===== src/rtl/mux_scan_ctrl_if.sv =====
// Output sample stream of mux_scan_ctrl.
// The stream carries a captured mux word together with its channel number.
// Transfers use a valid/ready handshake.
interface mux_scan_ctrl_if #(
  parameter int WIDTH = 6
);
  logic             out_valid;
  logic             out_ready;
  logic [WIDTH-1:0] out_data;
  logic [2:0]       out_chan;

  modport master (
    output out_valid,
    output out_data,
    output out_chan,
    input  out_ready
  );

  modport slave (
    input  out_valid,
    input  out_data,
    input  out_chan,
    output out_ready
  );
endinterface


===== src/rtl/mux_scan_ctrl.sv =====
// mux_scan_ctrl: drives the select of an attached 8:1 mux and walks the
// channels enabled in a latched mask, in ascending order. For each channel it
// allows one settle cycle, captures the mux output, and offers it with its
// channel number on a valid/ready stream. A start with an empty mask only
// produces a done pulse.
// Optional feature macro MUX_SCAN_CONTINUOUS_EN: a start presented on the final
// handshake of a scan chains straight into the next scan without passing
// through IDLE.
module mux_scan_ctrl #(
  parameter int WIDTH = 6
) (
  input  logic             clk,
  input  logic             rst_n,
  input  logic             start,
  input  logic [7:0]       chan_mask,
  output logic [2:0]       sel,
  input  logic [WIDTH-1:0] mux_y,
  mux_scan_ctrl_if.master  out_if,
  output logic             busy,
  output logic             done
);

  typedef enum logic [1:0] {
    IDLE   = 2'd0,
    SETTLE = 2'd1,
    HOLD   = 2'd2
  } state_t;

  state_t           state_q, state_d;
  logic [2:0]       sel_q, sel_d;
  logic [7:0]       mask_q, mask_d;
  logic             valid_q, valid_d;
  logic [WIDTH-1:0] data_q, data_d;
  logic [2:0]       chan_q, chan_d;
  logic             done_q, done_d;

  logic [7:0]       above_mask;
  logic             has_next;
  logic [2:0]       next_chan;

  // Index of the lowest set bit; returns 0 for an empty vector.
  function automatic logic [2:0] lowest_set(input logic [7:0] m);
    logic [2:0] idx;
    idx = 3'd0;
    for (int i = 7; i >= 0; i--) begin
      if (m[i]) idx = 3'(i);
    end
    return idx;
  endfunction

  // Search only the latched channels strictly above the current select.
  // There is no wrap back to lower channels.
  always_comb begin
    above_mask = mask_q & ~((8'h02 << sel_q) - 8'h01);
    has_next   = |above_mask;
    next_chan  = lowest_set(above_mask);
  end

  // Next-state logic and next values for all registered outputs.
  always_comb begin
    state_d = state_q;
    sel_d   = sel_q;
    mask_d  = mask_q;
    valid_d = valid_q;
    data_d  = data_q;
    chan_d  = chan_q;
    done_d  = 1'b0;

    case (state_q)
      IDLE: begin
        if (start) begin
          if (chan_mask != 8'h00) begin
            mask_d  = chan_mask;
            sel_d   = lowest_set(chan_mask);
            state_d = SETTLE;
          end else begin
            done_d = 1'b1;
          end
        end
      end

      SETTLE: begin
        data_d  = mux_y;
        chan_d  = sel_q;
        valid_d = 1'b1;
        state_d = HOLD;
      end

      HOLD: begin
        if (valid_q && out_if.out_ready) begin
          valid_d = 1'b0;
          if (has_next) begin
            sel_d   = next_chan;
            state_d = SETTLE;
          end else begin
            done_d  = 1'b1;
            state_d = IDLE;
`ifdef MUX_SCAN_CONTINUOUS_EN
            if (start && (chan_mask != 8'h00)) begin
              mask_d  = chan_mask;
              sel_d   = lowest_set(chan_mask);
              state_d = SETTLE;
            end
`endif
          end
        end
      end

      default: begin
        state_d = IDLE;
      end
    endcase
  end

  // State register; reset returns the controller to IDLE at once.
  always_ff @(posedge clk or negedge rst_n) begin
    if (!rst_n) begin
      state_q <= IDLE;
    end else begin
      state_q <= state_d;
    end
  end

  // Datapath registers. Reset discards any pending sample without a done.
  always_ff @(posedge clk or negedge rst_n) begin
    if (!rst_n) begin
      sel_q   <= 3'd0;
      mask_q  <= 8'h00;
      valid_q <= 1'b0;
      data_q  <= '0;
      chan_q  <= 3'd0;
      done_q  <= 1'b0;
    end else begin
      sel_q   <= sel_d;
      mask_q  <= mask_d;
      valid_q <= valid_d;
      data_q  <= data_d;
      chan_q  <= chan_d;
      done_q  <= done_d;
    end
  end

  assign sel              = sel_q;
  assign busy             = (state_q != IDLE);
  assign done             = done_q;
  assign out_if.out_valid = valid_q;
  assign out_if.out_data  = data_q;
  assign out_if.out_chan  = chan_q;

endmodule

===== src/flat_wrapper.sv =====
// flat-port wrapper written by rule: the top's interface ports become plain ports
module mux_scan_ctrl_flat 
#(
  parameter int WIDTH = 6
)
  (clk, rst_n, start, chan_mask, sel, mux_y, busy, done, out_if_out_valid, out_if_out_data, out_if_out_chan, out_if_out_ready);
  mux_scan_ctrl_if #(.WIDTH(WIDTH)) out_if_i ();
  input  logic clk;
  input  logic rst_n;
  input  logic start;
  input  logic [7:0] chan_mask;
  output logic [2:0] sel;
  input  logic [WIDTH-1:0] mux_y;
  output logic busy;
  output logic done;
  output wire logic [$bits(out_if_i.out_valid)-1:0] out_if_out_valid;
  output wire logic [$bits(out_if_i.out_data)-1:0] out_if_out_data;
  output wire logic [$bits(out_if_i.out_chan)-1:0] out_if_out_chan;
  input wire logic [$bits(out_if_i.out_ready)-1:0] out_if_out_ready;
  assign out_if_out_valid = out_if_i.out_valid;
  assign out_if_out_data = out_if_i.out_data;
  assign out_if_out_chan = out_if_i.out_chan;
  assign out_if_i.out_ready = out_if_out_ready;
  mux_scan_ctrl #(.WIDTH(WIDTH)) u_core (.clk(clk), .rst_n(rst_n), .start(start), .chan_mask(chan_mask), .sel(sel), .mux_y(mux_y), .out_if(out_if_i), .busy(busy), .done(done));
endmodule

===== config.mk =====
export PLATFORM = sky130hd
export DESIGN_NAME = mux_scan_ctrl_flat
export DESIGN_NICKNAME = d
export VERILOG_FILES = /design/src/rtl/mux_scan_ctrl_if.sv /design/src/rtl/mux_scan_ctrl.sv /design/src/flat_wrapper.sv
export SDC_FILE = /design/constraint.sdc
export NUM_CORES = 1
export LEC_CHECK = 0
export CORE_MARGIN = 2
export CORE_UTILIZATION = 61
export DETAILED_ROUTE_END_ITERATION = 12
export DONT_BUFFER_PORTS = 1
export GPL_ROUTABILITY_DRIVEN = 0
export HOLD_SLACK_MARGIN = 0.03
export PLACE_DENSITY_LB_ADDON = 0.25
export SLEW_MARGIN = 20
export SYNTH_ARGS = -nofsm -noshare
export SYNTH_HDL_FRONTEND = slang
export SYNTH_SLANG_ARGS = --single-unit

===== constraint.sdc =====
create_clock -name clk -period 1.8 [get_ports clk]
set_input_delay 0.36 -clock clk [delete_from_list [all_inputs] [get_ports clk]]
set_output_delay 0.36 -clock clk [all_outputs]
set_load 0.01 [all_outputs]

* Word-level counts from Yosys, hierarchy flattened *
Index checks and enable logic that the tools add are counted.

cells by class
  add/subtract/negate cells = 1
  eq/ne operators = 6
  shift operators = 1
  muxes and demuxes = 33
  bitwise operators = 2
  reductions and logical operators = 11

operators with widths
  cell                                                                number
  3-bit two-way mux                                                   20
  8-bit bitwise AND                                                   1
  8-bit inverter                                                      1
  8-bit nonzero test                                                  1
  8-bit OR reduction                                                  1
  2-bit by 3-bit left shift with 8-bit output, first input constant   1
  8-bit by 1-bit subtractor with 8-bit output, second input constant  1
  1-bit two-way mux                                                   6
  2-bit two-way mux                                                   3
  2-bit by 1-bit != test with 1-bit output, second input constant     3
  2-bit case mux with 3 select lines                                  1
  3-bit case mux with 2 select lines                                  1
  3-bit AND reduction                                                 2
  2-bit nonzero test                                                  3
  5-bit AND reduction                                                 1
  1-bit case mux with 2 select lines                                  2
  2-bit by 1-bit == test with 1-bit output, second input constant     1
  2-bit == test, second input constant                                1
  2-bit zero test                                                     1
  2-bit != test, second input constant                                1
  2-bit AND reduction                                                 1
  1-bit logical AND                                                   1

storage, ports and cells
  register bits after elaboration = 24
  input bits = 18
  logic and storage cells = 61

* Longest topological paths before layout *
Gate-level depths: netlist of run 1.

  depth after elaboration = 15
  depth in mapped cells = 6

* Least setup slack after synthesis of run 1 *
Ideal clock, no wire load.

  path type = flip-flop to flip-flop
  from = register u_core.sel_q[2], in the netlist u_core.sel[2]
  to = register u_core.sel_q[1], in the netlist u_core.sel[1]
  setup time = 0.125 ns
  arrival = 1.530 ns
  required time = 1.675 ns
  setup slack = 0.145 ns
  cell stages (with the launch flop) = 7
  buffers on the path = 1
  period minus slack after synthesis = 1.655 ns
  path through = dfrtp_1 > buf_4 > o21bai_1 > o21a_1 > nand3_4 > o311ai_4 > mux2_4

between the ends
  longest elaborated chain between the ends = 15

ends and longest elaborated chain
  item                                             line                  RTL
  from (decl)                                      mux_scan_ctrl.sv:30   logic [2:0] sel_q, sel_d;
  from (signal assigned)                           mux_scan_ctrl.sv:134  sel_q <= sel_d;
  2-bit by 3-bit left shift with 8-bit output (*)  mux_scan_ctrl.sv:54   above_mask = mask_q & ~((8'h02 << sel_q) - 8'h01);
  8-bit by 1-bit subtractor with 8-bit output (*)  mux_scan_ctrl.sv:54
  8-bit inverter (*)                               mux_scan_ctrl.sv:54
  8-bit bitwise AND (*)                            mux_scan_ctrl.sv:54
  3-bit two-way mux (8 in series)                  mux_scan_ctrl.sv:46   if (m[i]) idx = 3'(i);
  3-bit two-way mux                                mux_scan_ctrl.sv:92   if (has_next) begin
  3-bit two-way mux                                mux_scan_ctrl.sv:90   if (valid_q && out_if.out_ready) begin
  3-bit case mux with 2 select lines               mux_scan_ctrl.sv:69   case (state_q)

Every way passes the cells marked *; elsewhere a longest branch is shown, timed or not. The select of a mux whose other input is x is not followed.
A chain may end at the register's enable or synchronous reset.

* Final worst setup path of run 1 *
  from = register u_core.sel_q[1], in the netlist u_core.sel[1]
  to = register u_core.sel_q[0], in the netlist u_core.sel[0]

The elaborated chain is that of the path after synthesis.

==> flow_summary_export.csv, run 1 <==
group,metric,value,unit
hold_path,min_path_type,"input pin to async pin",
yosys,synth_top_family_by_area,"multiplexers",
cells_and_area,area_growth,6.21,%
yosys,synth_fa_ha_area_frac,0,
yosys,synth_area_leaders,"dfrtp_1 46%, mux2_2 14%, mux2_4 3.6%, nor4_4 3.4%, nand2b_1 3.0%",
setup_path,rrSetupSlack,0.07,ns
clocking,clkLatencyLatePin,0.31,ns
cells_and_area,nFillCells,160,
pwr,ir_drop,0.000984,V
sta,tns,0,ns
route,drt_iter0_markers,12,
sta,finalSetupViolCount,0,
yosys,yosysMostFrequentCell,"dfrtp_1",
cells_and_area,fin_nets,135,
sta,slew_headroom,0.655,
setup_path,crit_chain,"o21bai_1, a21oi_1, o311ai_4, mux2_4",
yosys,netlist.area_leader.share,0.460,
cells_and_area,multi_input_area,639,µm²
sta,min_period_over_period,0.963,
cells_and_area,antenna_cells,0,
route,firstDrtPassIters,4,
clocking,cts.sinks,23,
global_routing,first_global_vias,876,
yosys,yosys.area_share.simple,0.163,
yosys,ys_seq_area_frac,0.460,
sta,report.final.slew_viol_count,0,
clocking,clkTransAtPathRegs,0.13,ns
sta,finalCriticalPeriod,1.73,ns
place,hpwl,1810,µm
route,ant_nets,0,
cells_and_area,fin_area,0.00133,mm²
clocking,clock_path_buffers,2,
yosys,synth_edf_count,0,
outcome,status,"finished with violations",
setup_path,end_kind,"flip-flop",
setup_path,cp_data_required_time,2.01,ns
outcome,violations,"hold timing",
yosys,synth_compound_area_frac,0.169,
global_routing,antenna_found_initial,0,
yosys,syn_area,0.00125,mm²
yosys,synth_ff_type,"dfrtp_1",
job,max_cap_viol_count,0,
setup_path,crit_path_max_fanout,9,
route,vias_per_cell,6.08,
setup_path,crit_slowest_cell,"dfrtp_1",
die,fp.dieH,49.3,µm
yosys,yosys_warnings,0,
die,initial_core_util,0.644,
setup_path,worstPathArrival,1.94,ns
yosys,yosys-top-cells-count,"23 x dfrtp_1, 15 x mux2_2, 8 x nor2_1",
yosys,synth_fp_nets,128,
pwr,power.density,1800,mW/mm²
clocking,cts_inserted_buffers,3,
clocking,htree_levels,1,
yosys,yosysUniqueCellTypes,34,
die,core-area,0.00194,mm²
setup_path,start_kind,"flip-flop",
global_routing,grt_pass1_wl,3940,µm
clocking,root_buffer,"clkbuf_4",
die,die_x,49.3,µm
global_routing,track_usage,0.213,
setup_path,path_class,"flip-flop to flip-flop",
die,io_pins,33,
cells_and_area,register_area,577,µm²
yosys,synth_async_sr_flop_share,1.00,
die,die-area,0.00243,mm²
clocking,cts_tree,"yes",
sta,hold_violations,2,
sta,worst_slew_pin_slew,0.518,ns
place,portBuffers,0,
place,placedInstanceArea,0.00129,mm²
die,rows,16,
yosys,avgSynthCellArea,11.4,µm²
yosys,synthMuxAreaShare,0.179,
yosys,yosysTopAreaCell,"dfrtp_1",
global_routing,grt_max_degree,24,
pwr,p_leak,0.563,nW
sta,grt_setup_unrepaired,"no",
yosys,synth_cells,110,
yosys,yosys.area_share.xor_xnor,0,
cells_and_area,drive_above_1_share,0.310,
sta,final.setup_skew,0.00134,ns
sta,max_freq,577,MHz
global_routing,overflow,0,
setup_path,cpPeakStageDelay,0.54,ns
yosys,ys_ff_latch,23,
sta,hold_ws,-0.000814,ns
route,drcViolationCount,0,
route,routed_wirelength,2340,µm
route,wl_per_cell,16.4,µm
route,num_vias,869,
## path summary, 6_finish.rpt
check,startpoint,endpoint,depth (start not counted)
max in group asynchronous,rst_n,u_core.sel[0],1
worst min register to register,u_core.mask_q[3],u_core.mask_q[3],1
worst max-delay path,u_core.sel[1],u_core.sel[0],4
min in group clk,chan_mask[5],u_core.mask_q[5],2
worst min-delay path,rst_n,u_core.done,1
worst max register to register,u_core.sel[1],u_core.sel[0],4
## cell usage in the layout, fill, tap and decap left out, types with 4 or more instances in the layout
| master | n |
|---|---|
| a21oi_1 | 7 |
| dfrtp_1 | 22 |
| inv_1 | 6 |
| mux2_2 | 15 |
| nand2_1 | 6 |
| nand2b_1 | 6 |
| nor2_1 | 8 |
| o21ai_0 | 4 |
## through the flow
step                      hold slack [ns]  total power, W  worst slack (ns)   util  cells
after floorplan                    0.0644         0.00191             0.145      -    110
after global placement             0.0649         0.00210             0.143  0.666    138
after detailed placement           0.0651         0.00215            0.0827  0.666    138
after CTS                           0.154         0.00239            0.0550  0.686    143
after global routing               0.0308         0.00255           0.00171  0.684    143
final                           -0.000814         0.00238            0.0664  0.684    143
## sequential cells by signal (all words and copies together) (netlist names)
register	cells
u_core.state_q	2
u_core.out_if.out_data	6
u_core.mask_q	7
u_core.out_if.out_valid	1
u_core.sel	3
u_core.out_if.out_chan	3
u_core.done	1
## worst max-delay path: cells and delay by family (launching register included)
| family | cells | cell delay, ns |
|---|---|---|
| muxes | 1 | 0.33 |
| AOI/OAI and AO/OA | 3 | 0.76 |
| DFF | 1 | 0.54 |
## cell type report
class,instances,area share
Clock buffer,3,0.0170
Timing Repair Buffer,4,0.0207
Sequential cell,23,0.434
Clock inverter,1,0.00377
Inverter,6,0.0170
Tap cell,27,0.0254
Multi-Input combinational cell,79,0.482
## routing by layer
metal / GRT usage / wire length, µm / share of wire / vias up
met1: 0.261 / 1040 / 0.44 / 426
met4: 0.0714 / 13 / 0.0056 / 0
met5: 0 / 0 / 0 / -
met2: 0.363 / 1160 / 0.50 / 30
met3: 0.0552 / 131 / 0.056 / 2
li1: - / - / - / 411
## cells by family (layout without fill, tap and decap cells)
group / Yosys count / after routing
compound gates: 28 / 28
buf+inv: 8 / 14
flops: 23 / 23
mux: 19 / 19
simple gates: 32 / 32
## repair_timing
item / CTS / global route
hold endpoints to repair: 23 / 0
resized for setup: 0 / 1
buffers inserted: 0 / 0
hold buffers: 1 / 0
endpoints found under the setup margin: 0 / 3
## report_power, final
group | internal (W) | switching [W] | total, W
clock | 0.0000831 | 0.000158 | 0.000241
sequential | 0.000762 | 0.000297 | 0.00106
combinational | 0.000560 | 0.000525 | 0.00108
total | 0.00140 | 0.000980 | 0.00238
(Power assumes the default switching activity.)
==> run 2, diff against run 1 <==
==> constraint.sdc (replaced) <==
create_clock -name clk -period 1.9 [get_ports clk]
set_input_delay 0.38 -clock clk [delete_from_list [all_inputs] [get_ports clk]]
set_output_delay 0.38 -clock clk [all_outputs]
set_load 0.01 [all_outputs]
==> run 2 against run 1 <==
  * The run now ends clean
  * Combinational power is 6% lower
  * Via count is 1.5% higher
  * Critical path depth is 1 higher
  * Fmax is 4.9% lower
  * Global-route usage is 1.4 points higher
  * Clock power is 5% lower
  * Final area is 0.47% higher
  * Clock skew is 0.0082 ns higher
  * First-iteration DRC count is 42% higher
  * Non-clock buffer count is 1 higher
  * Sequential share of layout area is 0.30 points lower
  * Wire length is 5.3% higher
  * Largest cell class unchanged
  * Highest routed layer unchanged
==> flow_summary_export.csv, run 2 (same netlist as run 1, synthesis figures left out) <==
group,metric,value,unit
sta,finalSetupViolCount,0,
sta,report.final.slew_viol_count,0,
setup_path,crit_path_max_fanout,8,
die,die-area,0.00243,mm²
die,fp.dieH,49.3,µm
setup_path,cp_data_required_time,2.11,ns
global_routing,first_global_vias,896,
route,drcViolationCount,0,
setup_path,rrSetupSlack,0.08,ns
route,drt_iter0_markers,17,
die,rows,16,
cells_and_area,final_cell_mix,"23 x dfrtp_1, 15 x mux2_2, 8 x nor2_1",
pwr,ir_drop,0.00112,V
global_routing,antenna_found_initial,0,
die,core-area,0.00194,mm²
cells_and_area,top_register,"u_core.mask_q",
place,numPlacedInstances,139,
setup_path,start_kind,"flip-flop",
cells_and_area,finalNonFillerCells,144,
place,portBuffers,0,
setup_path,endpoint,"u_core.sel[1]",
place,dpl_worst_slack,0.143,ns
sta,min_period_over_period,0.960,
clocking,post_cts_buffers,0,
route,ant_nets,0,
clocking,cts_tree,"yes",
pwr,power.density,1700,mW/mm²
setup_path,timing.rr.start,"u_core.sel[0]",
setup_path,timing.reg2reg.worst_path_depth,5,
setup_path,path_class,"flip-flop to flip-flop",
clocking,clkTransAtPathRegs,0.13,ns
route,wl_per_cell,17.1,µm
sta,hold_ws,0.0119,ns
hold_path,min_path_type,"input pin to async pin",
setup_path,worstPathArrival,2.03,ns
sta,max_freq,548,MHz
cells_and_area,largest_reg_flops,7,
clocking,cts.sinks,23,
sta,final.setup_skew,0.00950,ns
job,max_cap_viol_count,0,
setup_path,end_kind,"flip-flop",
cells_and_area,fin_nets,136,
sta,slew_headroom,0.654,
sta,worst_slew_pin_slew,0.519,ns
pwr,p_leak,0.570,nW
global_routing,overflow,0,
sta,grt_setup_unrepaired,"no",
clocking,cts_inserted_buffers,3,
cells_and_area,nFillCells,159,
route,vias_per_cell,6.13,
sta,tns,0,ns
sta,hold_violations,0,
place,hpwl,1880,µm
die,die_x,49.3,µm
setup_path,rr_endpoint,"u_core.sel[1]",
setup_path,crit_start,"u_core.sel[0]",
clocking,htree_levels,1,
route,num_vias,882,
global_routing,grt_max_degree,24,
route,firstDrtPassIters,4,
sta,finalWorstSetupSlack,0.0762,ns
cells_and_area,final_common_cell,"dfrtp_1",
die,io_pins,33,
outcome,status,"complete, no violations",
clocking,clock_path_buffers,2,
clocking,clkLatencyLatePin,0.32,ns
cells_and_area,antenna_cells,0,
sta,finalCriticalPeriod,1.82,ns
cells_and_area,area_growth,6.71,%
pwr,p_total,0.00226,W
cells_and_area,drive_above_1_share,0.308,
die,initial_core_util,0.644,
clocking,root_buffer,"clkbuf_4",
global_routing,grt_pass1_wl,4140,µm
global_routing,track_usage,0.227,
route,routed_wirelength,2470,µm
run 2: cell types whose count changed in the layout (fill, tap and decap cells not counted):
cell     before  now
buf_4         3    4
dfrtp_1      22   23
dfrtp_2       1    0
run 2: worst min-delay path by stage:
stage | start | endpoint
2_1_floorplan | rst_n | u_core.done
3_3_place_gp | rst_n | u_core.done
3_5_place_dp | rst_n | u_core.done
4_1_cts | chan_mask[5] | u_core.mask_q[5]
5_1_grt | rst_n | u_core.sel[2]
6_report | rst_n | u_core.sel[2]
run 2: layout make-up:
| class | count | area [µm²] | share of cell area |
|---|---|---|---|
| Clock buffer | 3 | 22.5 | 0.0169 |
| Clock inverter | 1 | 5.00 | 0.00375 |
| Inverter | 6 | 22.5 | 0.0169 |
| Multi-Input combinational cell | 79 | 639 | 0.479 |
| Sequential cell | 23 | 576 | 0.432 |
| Tap cell | 27 | 33.8 | 0.0253 |
| Timing Repair Buffer | 5 | 35.0 | 0.0263 |
run 2: power by group:
group / total [W] / internal, W / switching (W) / leakage [nW]
Clock: 0.000230 / 0.0000789 / 0.000151 / 0.0177
Combinational: 0.00102 / 0.000519 / 0.000502 / 0.272
Sequential: 0.00101 / 0.000719 / 0.000291 / 0.281
run 2: repair_timing:
action	in CTS	in global routing
hold buffers	1	0
gates resized for setup	0	0
hold endpoints to repair	23	0
run 2: critical path, stage by stage (launching register included):
cell	delay, ns
dfrtp_1	0.56
nor2b_1	0.11
o21bai_1	0.16
a21oi_1	0.14
o311ai_4	0.42
mux2_4	0.34
run 2: routing by layer:
metal,GRT usage,part of all wire,vias up
met2,0.365,0.49,35
met4,0.0857,0.017,0
met3,0.0491,0.060,5
met5,0,0,-
li1,-,-,415
met1,0.301,0.43,427
run 2: per-stage QoR:
stage	instance area, µm²	utilization
after floorplan	1250	-
after global placement	1300	0.670
after detailed placement	1300	0.670
after CTS	1340	0.689
after global routing	1330	0.687
final	1330	0.687
==> run 3, diff against run 2 <==
--- a/config.mk
+++ b/config.mk
@@ -5,7 +5,7 @@
 export SDC_FILE = /design/constraint.sdc
 export NUM_CORES = 1
 export LEC_CHECK = 0
-export CORE_MARGIN = 2
+export CORE_MARGIN = 5
 export CORE_UTILIZATION = 61
 export DETAILED_ROUTE_END_ITERATION = 12
 export DONT_BUFFER_PORTS = 1
==> run 3 against run 2 <==
  * Clock power down 4%
  * Via count down 4.1%
  * Die area up 26%
  * Sequential power about the same
  * Worst hold slack worse by 0.0046 ns
  * Combinational power about the same
  * Clock skew up 0.00065 ns
  * Fmax up 0.97%
  * Sequential share of layout area up 0.49 points
  * Count of clock-buffer cells in the layout unchanged
  * Wire length down 5.1%
==> flow_summary_export.csv, run 3 (same netlist as run 1, synthesis figures left out) <==
group,metric,value,unit
sta,worst_slew_pin_slew,0.491,ns
route,drt_iter0_markers,11,
clocking,cts_tree,"yes",
setup_path,crit_start,"u_core.sel[0]",
hold_path,min_path_type,"input pin to async pin",
cells_and_area,utilization,0.672,
die,die-area,0.00305,mm²
sta,report.final.slew_viol_count,0,
clocking,clkTransAtPathRegs,0.13,ns
setup_path,crit_path_max_fanout,8,
place,hpwl,1830,µm
global_routing,first_global_vias,824,
cells_and_area,nFillCells,172,
cells_and_area,multi_input_area,639,µm²
setup_path,timing.reg2reg.worst_path_depth,5,
sta,grt_setup_unrepaired,"no",
setup_path,path_buf_inv,0,
sta,tns,0,ns
cells_and_area,fin_nets,134,
cells_and_area,final_common_cell,"dfrtp_1",
cells_and_area,drive_above_1_share,0.296,
pwr,p_total,0.00223,W
setup_path,rr_endpoint,"u_core.sel[2]",
pwr,swShare,0.409,
route,ant_nets,0,
pwr,ir_drop,0.000937,V
cells_and_area,area_growth,5.51,%
setup_path,cp_data_required_time,2.10,ns
clocking,clkLatencyLatePin,0.31,ns
route,num_vias,846,
cells_and_area,finalNonFillerCells,142,
sta,max_freq,554,MHz
sta,finalWorstSetupSlack,0.0938,ns
setup_path,crit_slowest_cell,"dfrtp_1",
setup_path,crit_family,"flip-flops",
sta,finalCriticalPeriod,1.81,ns
global_routing,grt_max_degree,24,
clocking,clock_path_buffers,2,
pwr,pwr-share-seq,0.451,
global_routing,track_usage,0.159,
clocking,post_cts_resized,0,
outcome,status,"complete, no violations",
pwr,power.density,1690,mW/mm²
setup_path,path_class,"flip-flop to flip-flop",
die,fp.dieH,55.3,µm
setup_path,crit_chain,"nand2b_1, o21a_1, nand3_4, o311ai_4, mux2_4",
setup_path,rrSetupSlack,0.09,ns
cells_and_area,register_area,576,µm²
global_routing,grt_pass1_wl,3930,µm
route,drcViolationCount,0,
die,core-area,0.00196,mm²
die,initial_core_util,0.637,
sta,final.setup_skew,0.0102,ns
setup_path,worstPathArrival,2.01,ns
clocking,cts_inserted_buffers,3,
cells_and_area,top_register,"u_core.mask_q",
clocking,htree_levels,1,
cells_and_area,final_cell_mix,"23 x dfrtp_1, 15 x mux2_2, 8 x nor2_1",
setup_path,cpPeakStageDelay,0.55,ns
pwr,internal-power,0.00132,W
place,numPlacedInstances,137,
route,wl_per_cell,16.5,µm
clocking,cts.sinks,23,
setup_path,end_kind,"flip-flop",
clocking,root_buffer,"clkbuf_4",
die,die_x,55.3,µm
sta,slew_headroom,0.672,
global_routing,antenna_found_initial,0,
pwr,p_leak,0.560,nW
pwr,p_comb_frac,0.449,
die,io_pins,33,
cells_and_area,antenna_cells,0,
route,firstDrtPassIters,4,
global_routing,overflow,0,
route,vias_per_cell,5.96,
pwr,clockPowerShare,0.099,
cells_and_area,largest_reg_flops,7,
pwr,switchingPower,0.000911,W
die,rows,16,
sta,hold_violations,0,
place,dpl_worst_slack,0.140,ns
route,routed_wirelength,2340,µm
setup_path,timing.rr.start,"u_core.sel[0]",
sta,finalSetupViolCount,0,
sta,min_period_over_period,0.951,
place,portBuffers,0,
setup_path,start_kind,"flip-flop",
job,max_cap_viol_count,0,
==> run 3: cell count changes in the layout (fill, tap and decap cells not counted) <==
cell / delta
buf_4: -2
==> run 3: worst max path at each step <==
stage,cells past startpoint,end
global route,5,u_core.sel[0]
finish,5,u_core.sel[2]
detailed placement,5,u_core.sel[0]
floorplan,6,u_core.sel[1]
CTS,5,u_core.sel[2]
global placement,5,u_core.sel[0]
==> run 3: layout make-up <==
class	count	area share
tap	27	0.0256
multi-input combinational	79	0.485
clock buffer	3	0.0171
clock inverter	1	0.00380
timing repair buffer	3	0.0152
sequential	23	0.436
inverter	6	0.0171
==> run 3: stage by stage <==
stage / hold WS (ns) / instance area (µm²)
after global placement: 0.0849 / 1290
after floorplan: 0.0844 / 1250
after global routing: 0.0459 / 1320
after detailed placement: 0.0850 / 1290
after CTS: 0.182 / 1320
final: 0.00737 / 1320
==> run 3: repair_timing <==
item	in CTS	in global routing
setup buffers	0	0
hold endpoints to repair	23	0
hold buffers	1	0
==> run 3: power groups by stage <==
stage	registers, W	logic [W]	clock network [W]
6_report	0.00100	0.00100	0.000221
5_1_grt	0.00104	0.00111	0.000253
4_1_cts	0.00100	0.00100	0.000231
3_5_place_dp	0.00101	0.000994	0
3_3_place_gp	0.00101	0.000963	0
2_1_floorplan	0.000942	0.000865	0
==> run 3: per-layer routing <==
layer	wire length (µm)	global-route usage	up-vias	part of all wire
li1	-	-	406	-
met1	1040	0.210	408	0.44
met2	1100	0.243	30	0.47
met3	174	0.0466	2	0.074
met4	29	0.0625	0	0.012
met5	0	0	-	0
==> run 3: worst register-to-register path, delay by kind of cell (launching register included) <==
kind               cells  cell delay, ns
AOI/OAI and AO/OA      2            0.53
DFF                    1            0.55
muxes                  1            0.34
and+or+nand+nor        2            0.28
==> edit 1: new RTL, flow settings as in run 3 <==
Add a define of `MUX_SCAN_CONTINUOUS_EN`.
--- a/src/rtl/mux_scan_ctrl.sv
+++ b/src/rtl/mux_scan_ctrl.sv
@@ -8,2 +8,4 @@
 // through IDLE.
+`define MUX_SCAN_CONTINUOUS_EN
+
 module mux_scan_ctrl #(
Formal check against the unedited RTL: not equivalent (a bounded check fails within 4 cycles, from zero or initial values and one cycle with rst_n low).
==> edit 1 against run 3 <==
Non-clock buffer count up 11; via count rose by 11%; sequential cell count stayed put; area after synthesis fell by 2.8%; global-route usage rose by 5.2 points; core utilization increased by 3.7 points; clock skew down 0.0068 ns; routed wire length increased by 15%; final area grew 3.3%; synthesized cell count unchanged; power is 7.4% higher; setup slack got worse by 0.024 ns; critical endpoint is now u_core.sel[0].
==> edit 1: results (changes against run 3) <==
* Worst hold path type: in -> async
* Total GRT Usage at 21.1% (+5.2 points)
* Synth Area in XOR/XNOR at 0% (unchanged)
* DP Area at 0.00132 mm2 (+2.9%)
* Largest stage delay, worst path at 0.47 ns (-0.08 ns)
* Number of global-route vias before repair at 996 (+21%)
* Worst vdd ir at 1.11 mV (+18%)
* Nets at 144 (+7.5%)
* Final WL at 2.68 mm (+15%)
* Post-Synthesis Net Count at 128 (unchanged)
* First-pass GRT wire length at 4.55 mm (+16%)
* Met3 routed WL at 179 um (+2.9%)
* Wire length on met1 at 1.19 mm (+15%)
* Leakage at 0.612 nW (+9.3%)
* Synth Area in Adders at 0% (unchanged)
* Worst Skew at 0.00337 ns (-0.00678 ns)
* Met2 Track Usage GR at 31.3% (+7.0 points)
* FFs w/ async S/R, synth at 100% (unchanged)
* CTS max path bufs at 2 (unchanged)
* Post-synth top cells: 23 x dfrtp_1, 9 x a21oi_1, 9 x mux2_2
* Sequential Power Share at 41.8% (-3.3 points)
* Share of layout cells above drive strength 1 at 29.6% (+0.035 points)
* Largest register FFs at 7 (unchanged)
* Pre-antenna DRT Iters at 4 (unchanged)
* Post_cts resized at 0 (unchanged)
* Antenna violations before repair at 0 (unchanged)
* Met1 Resource Use GR at 28.9% (+7.9 points)
* Comb group at 1.17 mW (+17%)
* Mapped Area at 0.00121 mm2 (-2.8%)
* Status: finished, final reports clean
* Worst reg2reg startpoint: u_core.sel[2]
* Top post-synthesis cells by area: dfrtp_1 47%, mux2_2 8.3%, mux2_1 5.6%, a21oi_1 3.7%, nor2b_1 2.6%
* Routed wl met2 at 1.25 mm (+14%)
* Mux cell area share after synthesis at 18.0% (+0.10 points)
* Sw Ratio at 39.8% (-1.1 points)
* Iter 0 DRT Violations at 18 (+7)
* Vias at 936 (+11%)
* Largest Register: u_core.mask_q
* Worst Path Max Fanout at 6 (-2)
* Worst slew slack as a fraction of its limit at 67.0% (-0.25 points)
* Met3 usage at 5.45% (+0.79 points)
* Kind of cell adding the most delay to the critical path: simple AND/OR/NAND/NOR gates
* Synth cell types at 38 (+12%)
* Post-synthesis sequential area ratio at 47.4% (+1.3 points)
* HPWL after DPL at 2.07 mm (+13%)
* CTS root buffer: clkbuf_4
* Synth Area in Compound Gates at 18.5% (+1.6 points)
* Highest Signal Layer: met4
[edit 1: changes by cell type after synthesis, moves of 3 or more]
cell	before	now
nor2_1	8	4
mux2_2	15	9
o21ai_0	4	1
nand2b_1	6	3
nand3_1	0	3
mux2_1	0	6
[edit 1: timing repair]
item / in CTS / in global routing
hold buffers: 1 / 0
endpoints found under the setup margin: 0 / 2
hold endpoints to repair: 23 / 0
setup buffers: 0 / 1
[edit 1: per-stage QoR]
step	hold slack, ns	std cells	setup slack, ns	power, mW	utilization (%)
floorplan	0.0844	110	0.148	1.80	-
global placement	0.0849	146	0.148	2.09	68.9
detailed placement	0.0849	146	0.115	2.15	68.9
CTS	0.188	151	0.0937	2.38	70.8
global route	0.0442	152	0.00345	2.58	70.9
finish	0.0195	152	0.0695	2.39	70.9
[edit 1: worst reg2reg max path: cells and delay by family, from the launching register on]
family             cells  cell delay (ns)
AOI/OAI and AO/OA      2             0.47
DFF                    1             0.47
muxes                  1             0.29
and+or+nand+nor        3             0.49
[edit 1: kinds of logic after synthesis]
group,Yosys count
and+or+nand+nor,30
AOI/OAI and AO/OA,29
DFF,23
muxes,19
buffers and inverters,9
[edit 1: final timing paths]
check / slack [ns] / end / depth (start not counted)
setup / recovery: 0.07 / u_core.sel[0] / 6
hold / removal: 0.02 / u_core.out_if.out_chan[1] / 1
setup reg to reg: 0.07 / u_core.sel[0] / 6
hold reg to reg: 0.51 / u_core.mask_q[4] / 1
max in group asynchronous: 1.55 / u_core.mask_q[2] / 1
min in group clk: 0.20 / u_core.mask_q[1] / 1
[edit 1: area by class of cell]
type	count	area (um2)
well taps	27	33.8
flip-flops and latches	23	576
multi-input cells	78	602
clock buffers	4	26.3
repair buffers	14	103
inverters	6	22.5
fillers	156	559
==> edit 2: new RTL, flow settings as in run 3 <==
Made on the original files. Reset style: synchronous (`rst_n`), changed in 2 clocked blocks.
--- a/src/rtl/mux_scan_ctrl.sv
+++ b/src/rtl/mux_scan_ctrl.sv
@@ -115,3 +115,3 @@
   // State register; reset returns the controller to IDLE at once.
-  always_ff @(posedge clk or negedge rst_n) begin
+  always_ff @(posedge clk) begin
     if (!rst_n) begin
@@ -124,3 +124,3 @@
   // Datapath registers. Reset discards any pending sample without a done.
-  always_ff @(posedge clk or negedge rst_n) begin
+  always_ff @(posedge clk) begin
     if (!rst_n) begin
Check against the original RTL: differs if rst_n is asserted again (counterexample within 4 cycles, from zero or initial values and one cycle with rst_n low); with rst_n held inactive, the same outputs for 10 cycles.
==> edit 2 against run 3 <==
Count of clock-buffer cells in the layout is the same; area after synthesis shrank 2.0%; synthesized cell count grew 31%; non-clock buffer count grew 1; final area shrank 1.8%; global-route usage grew 4.4 points; routed wire length grew 15%; via count grew 22%; highest routed layer unchanged; sequential share of layout area shrank 8.1 points; maximum frequency grew 4.6%; die area shrank 1.6%; setup slack gained 0.080 ns; sequential cell count is the same.
Power is not compared: it rests on default switching activity, and its combinational part moved more than twofold at a synthesized area within 25%.
==> edit 2: results (changes against run 3) <==
* Status: finished, final reports clean
* Syn Inst Count at 144 (+31%)
* Final WL at 2.69 mm (+15%)
* Number of global-route vias before repair at 1007 (+22%)
* Synth Area in Compound Gates at 21.5% (+4.5 points)
* Post-synth top cells: 27 x nand2_1, 23 x dfxtp_1, 15 x nor2b_1
* Wire length on met1 at 1.12 mm (+7.6%)
* Met3 routed WL at 127 um (-27%)
* CTS clk-pin slew, worst paths at 0.13 ns (about the same)
* Worst Path Max Fanout at 9 (+1)
* Slowest-stage cell, CP: or3b_4
* Largest net degree at the start of global routing at 26 (+8.3%)
* CTS Buf Count at 3 (unchanged)
* CTS max path bufs at 2 (unchanged)
* Worst hold path type: in -> reg
* DP Area at 0.00127 mm2 (-1.5%)
* Mux cell area share after synthesis at 7.35% (-11 points)
* Synth cell types at 36 (+5.9%)
* Antenna violations before repair at 0 (unchanged)
* Vias at 1029 (+22%)
* WL per Instance at 15.5 um (-6.1%)
* Highest Signal Layer: met4
* HPWL after DPL at 2.06 mm (+12%)
* Slew of the pin with the lowest slew margin at 0.418 ns (-0.0736 ns)
* Kind of cell adding the most delay to the critical path: simple AND/OR/NAND/NOR gates
* Nets at 166 (+24%)
* Met1 Resource Use GR at 23.1% (+2.1 points)
* Worst Skew at 0.00130 ns (-0.00885 ns)
* Routed wl met2 at 1.35 mm (+23%)
* Top post-synthesis cells by area: dfxtp_1 38%, nand2_1 8.3%, nor2b_1 7.7%, mux2i_1 7.4%, a21boi_1 5.5%
* Post_cts resized at 0 (unchanged)
* Largest stage delay, worst path at 0.43 ns (-0.12 ns)
* Worst vdd ir at 0.437 mV
* FFs w/ async S/R, synth at 0% (-100 points)
* Synth Area in Adders at 0% (unchanged)
* Post-synthesis sequential area ratio at 37.6% (-8.5 points)
* Met3 usage at 3.27% (-1.4 points)
* Post-Synthesis Net Count at 162 (+27%)
* Met2 Track Usage GR at 34.8% (+11 points)
* Total GRT Usage at 20.3% (+4.4 points)
* Dpl ws at 0.218 ns (+0.0786 ns)
* First-pass GRT wire length at 4.30 mm (+9.3%)
* Post-synth top flop: dfxtp_1
* Crit path DAT at 1.97 ns (-0.04 ns)
* Share of layout cells above drive strength 1 at 10.2% (-19 points)
## edit 2: cell count changes in the layout (fill, tap and decap cells not counted), sizes merged, moves of 4 or more
cell	before	now
a21boi	0	9
nand2	7	27
mux2i	1	9
dfxtp	0	23
mux2	18	0
nor2b	3	15
dfrtp	23	0
inv	6	2
## edit 2: layout make-up
cell class / instances / area [um2]
clock buffer: 3 / 22.5
clock inverter: 1 / 5.00
fill: 176 / 647
inverter: 2 / 7.51
multi-input combinational: 114 / 736
sequential: 23 / 460
tap: 27 / 33.8
timing repair buffer: 4 / 30.0
## edit 2: final timing paths
kind | slack, ns | cells after the start | start | to
hold reg to reg | 0.51 | 2 | u_core.out_if.out_data[3] | u_core.out_if.out_data[3]
setup / recovery | 0.17 | 5 | u_core.state_q[0] | u_core.sel[1]
hold / removal | 0.18 | 1 | rst_n | u_core.state_q[0]
setup reg to reg | 0.17 | 5 | u_core.state_q[0] | u_core.sel[1]
